## src/rtl/if_pkg.sv

```systemverilog
`default_nettype none
// ============================================================================
//  Module      : if_pkg
//  Description : Shared types and constants for the instruction-fetch stage.
//  Revision    : 1.0 - initial release
// ============================================================================
package if_pkg;

    // Fetch controller states, two-bit encoding
    typedef enum logic [1:0] {
        IDLE = 2'd0,
        REQ  = 2'd1,
        HOLD = 2'd2,
        DROP = 2'd3
    } fetch_state_t;

    // One captured instruction together with the PC it was fetched from
    typedef struct packed {
        logic [31:0] instr;
        logic [31:0] pc;
    } hold_entry_t;

    // addi x0,x0,0 - presented to ID whenever the stage emits a bubble
    localparam logic [31:0] c_nop_instr = 32'h0000_0013;

    // Sequential instruction stride in bytes
    localparam logic [31:0] c_pc_inc = 32'd4;

endpackage : if_pkg
`default_nettype wire

```

## src/rtl/if_hold_buf.sv

```systemverilog
`default_nettype none
// ============================================================================
//  Module      : if_hold_buf
//  Description : One-entry {instr, pc} capture register. Parks a fetched word
//                that arrived while ID was stalled.
//  Revision    : 1.0 - initial release
// ============================================================================
module if_hold_buf
    import if_pkg::*;
(
    input  logic        clk,
    input  logic        rst,        // asynchronous, active-low
    input  logic        load,
    input  logic        clear,
    input  logic [31:0] instr_in,
    input  logic [31:0] pc_in,
    output logic [31:0] instr_out,
    output logic [31:0] pc_out
);

    hold_entry_t r_entry;

    // Capture on load; clear wipes the entry so stale words never leak out
    always_ff @(posedge clk or negedge rst) begin
        if (!rst) begin
            r_entry <= '0;
        end else if (load) begin
            r_entry.instr <= instr_in;
            r_entry.pc    <= pc_in;
        end else if (clear) begin
            r_entry <= '0;
        end
    end

    assign instr_out = r_entry.instr;
    assign pc_out    = r_entry.pc;

endmodule : if_hold_buf
`default_nettype wire

```

## src/rtl/stage_if_fetch.sv

```systemverilog
`default_nettype none
// ============================================================================
//  Module      : stage_if_fetch
//  Description : Instruction-fetch stage. Owns the PC, runs a one-outstanding
//                request/ack memory interface, honours stalls and redirects,
//                and feeds ID with an instruction or a flushed bubble.
//  Revision    : 1.0 - initial release
// ============================================================================
module stage_if_fetch
    import if_pkg::*;
#(
    parameter logic [31:0] RESET_PC  = 32'h0000_0000,
    parameter logic [31:0] NOP_INSTR = c_nop_instr
)(
    input  logic        clk,
    input  logic        rst,        // asynchronous, active-low
    input  logic        stall_IF,
    input  logic        br_taken,
    input  logic [31:0] br_target,
    output logic        im_req,
    output logic [31:0] im_addr,
    input  logic        im_ack,
    input  logic [31:0] im_rdata,
    output logic [31:0] instr,
    output logic [31:0] pc_fromIF,
    output logic [31:0] pc4_fromIF,
    output logic        flush_ID
);

    fetch_state_t r_state;
    fetch_state_t w_state_nxt;

    logic [31:0] r_pc;
    logic [31:0] w_pc_nxt;
    logic [31:0] r_saved_target;
    logic [31:0] w_saved_target_nxt;

    logic [31:0] r_instr;
    logic [31:0] r_pc_id;
    logic [31:0] r_pc4_id;
    logic        r_flush;

    logic [31:0] w_target;
    logic        w_deliver_mem;
    logic        w_deliver_buf;
    logic        w_bubble;
    logic        w_buf_load;
    logic        w_buf_clear;
    logic [31:0] w_buf_instr;
    logic [31:0] w_buf_pc;

    // Word-align the redirect address by masking the two low bits
    assign w_target = br_target & ~32'd3;

    // Decode of what happens to the ID-facing registers this cycle
    always_comb begin
        w_deliver_mem = (r_state == REQ)  && im_ack && !br_taken && !stall_IF;
        w_deliver_buf = (r_state == HOLD) && !br_taken && !stall_IF;
        w_buf_load    = (r_state == REQ)  && im_ack && !br_taken && stall_IF;
        w_buf_clear   = (r_state == HOLD) && (br_taken || !stall_IF);
        w_bubble      = br_taken || (!stall_IF && !w_deliver_mem && !w_deliver_buf);
    end

    // State register
    always_ff @(posedge clk or negedge rst) begin
        if (!rst) begin
            r_state <= IDLE;
        end else begin
            r_state <= w_state_nxt;
        end
    end

    // Next-state logic; a redirect without ack must wait out the old request
    always_comb begin
        w_state_nxt = r_state;
        case (r_state)
            IDLE: w_state_nxt = REQ;
            REQ: begin
                if (br_taken && !im_ack)
                    w_state_nxt = DROP;
                else if (!br_taken && im_ack && stall_IF)
                    w_state_nxt = HOLD;
                else
                    w_state_nxt = REQ;
            end
            HOLD: begin
                if (br_taken || !stall_IF)
                    w_state_nxt = REQ;
            end
            DROP: begin
                if (im_ack)
                    w_state_nxt = REQ;
            end
            default: w_state_nxt = IDLE;
        endcase
    end

    // Memory interface outputs; address is the live PC while requesting
    always_comb begin
        im_req  = (r_state == REQ) || (r_state == DROP);
        im_addr = r_pc;
    end

    // Next PC and saved redirect target
    always_comb begin
        w_pc_nxt           = r_pc;
        w_saved_target_nxt = r_saved_target;
        case (r_state)
            IDLE: begin
                if (br_taken)
                    w_pc_nxt = w_target;
            end
            REQ: begin
                if (br_taken && im_ack)
                    w_pc_nxt = w_target;
                else if (br_taken)
                    w_saved_target_nxt = w_target;
                else if (w_deliver_mem)
                    w_pc_nxt = r_pc + c_pc_inc;
            end
            HOLD: begin
                if (br_taken)
                    w_pc_nxt = w_target;
                else if (!stall_IF)
                    w_pc_nxt = r_pc + c_pc_inc;
            end
            DROP: begin
                if (br_taken)
                    w_saved_target_nxt = w_target;
                if (im_ack)
                    w_pc_nxt = br_taken ? w_target : r_saved_target;
            end
            default: w_pc_nxt = r_pc;
        endcase
    end

    // PC and saved-target registers
    always_ff @(posedge clk or negedge rst) begin
        if (!rst) begin
            r_pc           <= RESET_PC;
            r_saved_target <= '0;
        end else begin
            r_pc           <= w_pc_nxt;
            r_saved_target <= w_saved_target_nxt;
        end
    end

    if_hold_buf u_hold_buf (
        .clk       (clk),
        .rst       (rst),
        .load      (w_buf_load),
        .clear     (w_buf_clear),
        .instr_in  (im_rdata),
        .pc_in     (r_pc),
        .instr_out (w_buf_instr),
        .pc_out    (w_buf_pc)
    );

    // ID-facing registers: deliver, bubble, or hold while stalled
    always_ff @(posedge clk or negedge rst) begin
        if (!rst) begin
            r_instr  <= NOP_INSTR;
            r_pc_id  <= '0;
            r_pc4_id <= '0;
            r_flush  <= 1'b1;
        end else if (w_bubble) begin
            r_instr  <= NOP_INSTR;
            r_pc_id  <= '0;
            r_pc4_id <= '0;
            r_flush  <= 1'b1;
        end else if (w_deliver_mem) begin
            r_instr  <= im_rdata;
            r_pc_id  <= r_pc;
            r_pc4_id <= r_pc + c_pc_inc;
            r_flush  <= 1'b0;
        end else if (w_deliver_buf) begin
            r_instr  <= w_buf_instr;
            r_pc_id  <= w_buf_pc;
            r_pc4_id <= w_buf_pc + c_pc_inc;
            r_flush  <= 1'b0;
        end
    end

    assign instr      = r_instr;
    assign pc_fromIF  = r_pc_id;
    assign pc4_fromIF = r_pc4_id;
    assign flush_ID   = r_flush;

    // A response with no request outstanding is a memory protocol violation
    a_ack_needs_req : assert property (@(posedge clk) disable iff (!rst) (im_ack |-> im_req))
        else $error("im_ack asserted while im_req is low");

endmodule : stage_if_fetch
`default_nettype wire

```

## config.mk

```make
export PLATFORM = sky130hd
export DESIGN_NAME = stage_if_fetch
export DESIGN_NICKNAME = d
export VERILOG_FILES = /design/src/rtl/if_pkg.sv /design/src/rtl/if_hold_buf.sv /design/src/rtl/stage_if_fetch.sv
export SDC_FILE = /design/constraint.sdc
export NUM_CORES = 1
export LEC_CHECK = 0
export BUFFER_PORTS_ARGS = -buffer_cell sky130_fd_sc_hd__buf_2
export CAP_MARGIN = 0
export CORE_MARGIN = 4
export CORE_UTILIZATION = 35
export CTS_CLUSTER_SIZE = 28
export DETAILED_ROUTE_END_ITERATION = 6
export HOLD_SLACK_MARGIN = 0.15
export PLACE_DENSITY = 0.57
export SYNTH_ARGS = -nofsm -noshare
export SYNTH_HDL_FRONTEND = slang
export SYNTH_HIERARCHICAL = 1
export SYNTH_SLANG_ARGS = --single-unit
```

## constraint.sdc

```tcl
create_clock -name clk -period 2.9 [get_ports clk]
set_clock_uncertainty 0.05 [all_clocks]
set_input_delay 0.435 -clock clk [delete_from_list [all_inputs] [get_ports clk]]
set_output_delay 0.435 -clock clk [all_outputs]
set_load 0.03 [all_outputs]
```

==> results.ini <==
[synth]
mappedNetlistArea_mm2 = 0.0116
yosys.area.top_type_share_pct = 47.6
synth_common_cells = 221 x dfrtp_1, 144 x o21ai_0, 131 x nand2_1
ys_ff_latch = 225
seq_area_frac_synth_pct = 48.5
synth_nets = 1252
syn_inst = 1181
synth_edf_count = 0
synthTopCellsByArea = dfrtp_1 48%, a22o_1 7.2%, o21ai_0 6.2%
synth_top_area_cell = dfrtp_1
ys.flop_type = dfrtp_1
synth_cell_types = 71
yosysWarnings = 6
synth.most_common_cell = dfrtp_1
avgSynthCellArea_um2 = 9.84
synthArstFlopShare_pct = 100

[sta]
slew_violations = 0
finalCriticalPeriod_ns = 2.52
layout_setup_ws_ns = 0.381
setup_viol = 0
slew_headroom_pct = 47.9
setup_tns_ns = 0
grt_setup_unrepaired = no
hold_violations = 0
fmaxAchievable_mhz = 397
worst_pin_slew_ns = 0.781
fin_crit_sh_pct = 86.8

[grt]
antenna_found_initial = 0
use_met3_pct = 2.98
grt_pass1_vias = 9987
grt_pass1_wl_um = 59500
use_met1_pct = 30.4
globalRouteOverflowTotal = 0
track_usage_pct = 20.4
top_usage_layer = met2
grt_max_degree = 93
use_met2_pct = 31.4

[die]
die_area_mm2 = 0.0362
start_util_pct = 35.6
placementRows = 66
io_pins = 199
core_mm2 = 0.0326
fp.dieW_um = 190
die_h_um = 190

[setup_path]
crit_fanout = 10
cp_slowest_stage_delay_ns = 0.52
critPathKind = flop to flop
arrival_ns = 2.85
cp_slowest_cell = dfrtp_1
worstPathCellList = ha_1, nand3_1, or2_1, nor4_1, xnor2_1, o221ai_1
worstSetupEndpointType = flop
cp-start-kind = flop
crit_required_ns = 3.23

[clock_tree]
worstSkewPairLatency_ns = 0.54
cts_htree_levels = 1
numCtsBuffers = 26
clock-sinks = 225
clk_pin_slew_ns = 0.06
cts-root-buf = clkbuf_16
clockBufferDepth = 3
tritoncts = yes

[place]
io_buffers = 196
place.gp.congestion = 0.848
pre_cts_slack_ns = 0.440
hpwlAfterDp_um = 26800
place_inst = 1766

[detailed_routing]
drc = 0
num_vias = 10335
firstDrtPassIters = 5
viasPerCell = 5.51
first_iter_violations = 954
routedWlPerCell_um = 20.4
drtAntennaViolNets = 0
routed_wirelength_um = 38200

[power]
peakVddDrop_mv = 0.476
power.density_mw_per_mm2 = 698
leakage_nw = 6.47

[cells_and_area]
syn2layout_area_growth_pct = 25.7
drive_gt1_share_pct = 24.1
seqCellArea_mm2 = 0.00564
final_core_util_pct = 44.8
stdcell_count = 1875
multiInputGateArea_mm2 = 0.00547
fin_nets = 1484
diodes = 0
nFillCells = 3199

[outcome]
status = finished clean

[hold_path]
hp-class = input pin to flop

[run]
maxCapViolations = 0

==> layer usage <==
| layer | part of all wire [%] | vias up |
|---|---|---|
| li1 | - | 4895 |
| met1 | 47 | 5026 |
| met2 | 45 | 361 |
| met3 | 6.2 | 53 |
| met4 | 2.2 | 0 |
| met5 | 0 | - |
==> worst max-delay path: cells and delay by family (launching register included) <==
| kind | cells | cell delay (ns) |
|---|---|---|
| AND/OR/NAND/NOR | 3 | 1.06 |
| adder cells (fa/ha/maj) | 1 | 0.33 |
| XOR/XNOR | 1 | 0.26 |
| flip-flops | 1 | 0.52 |
| AO/OA/AOI/OAI | 1 | 0.15 |
==> kinds of logic after synthesis <==
family                   count (synthesis)  share of synthesized area [%]
AO/OA/AOI/OAI                          405                           24.3
AND/OR/NAND/NOR                        352                           15.4
flip-flops                             225                           48.5
buffers and inverters                  117                           4.89
XOR/XNOR                                43                           3.24
multiplexers                            36                           3.42
adder cells (fa/ha/maj)                  3                          0.301
==> metrics by stage <==
step | hold WS, ns | total power [mW] | area (µm²)
6_report | 0.193 | 10.2 | 14600
5_1_grt | 0.178 | 10.7 | 14600
4_1_cts | 0.151 | 10.3 | 14600
3_5_place_dp | 0.379 | 6.78 | 13100
3_3_place_gp | 0.378 | 6.74 | 13100
2_1_floorplan | 0.0894 | 5.82 | 11600
==> area by class of cell <==
| class | instances | area share (%) |
|---|---|---|
| Clock inverter | 10 | 0.890 |
| Tap cell | 442 | 3.78 |
| Sequential cell | 225 | 38.6 |
| Timing Repair Buffer | 307 | 13.9 |
| Inverter | 14 | 0.360 |
| Multi-Input combinational cell | 839 | 37.4 |
| Clock buffer | 38 | 5.11 |
==> state kept, by name (all words and copies together), names as in the netlist <==
signal and count:
im_addr 32, flush_ID 1, u_hold_buf/instr_out 32, instr 32, u_hold_buf/pc_out 32, r_saved_target 32
r_state 2, pc4_fromIF 30, pc_fromIF 32
==> worst paths after layout <==
kind	start	to	slack, ns	cells after the start
max in group asynchronous	rst	instr[0]	1.60	3
min in group asynchronous	rst	r_saved_target[23]	0.38	2
worst min register to register	pc_fromIF[15]	pc_fromIF[15]	0.42	2
worst max register to register	im_addr[2]	pc4_fromIF[24]	0.38	6
worst max-delay path	im_addr[2]	pc4_fromIF[24]	0.38	6
worst min-delay path	br_target[16]	r_saved_target[16]	0.19	2
==> power by group <==
part / internal (mW) / switching, mW
clock: 2.05 / 1.33
combinational: 0.998 / 1.45
sequential: 3.66 / 0.724
total: 6.71 / 3.50
==> cells in the final DEF, fill, tap and decap left out, types with 14 or more instances in the layout <==
cell	n
o22ai_1	23
clkbuf_16	27
inv_1	14
dfrtp_1	221
nor2_1	40
xor2_1	19
buf_2	195
nand3_1	31
dlygate4sd3_1	61
nand2_1	130
nor3_1	20
a22o_1	95
buf_4	46
nor4_1	17
xnor2_1	24
or3_1	34
mux2_2	30
o21ai_0	144
a21oi_1	27
==> repair_timing <==
item                      in CTS  in global routing
hold buffers                  61                  0
setup buffers                  0                  0
hold endpoints to repair     121                  0
gates resized for setup        0                  0
(Power assumes the default switching activity.)
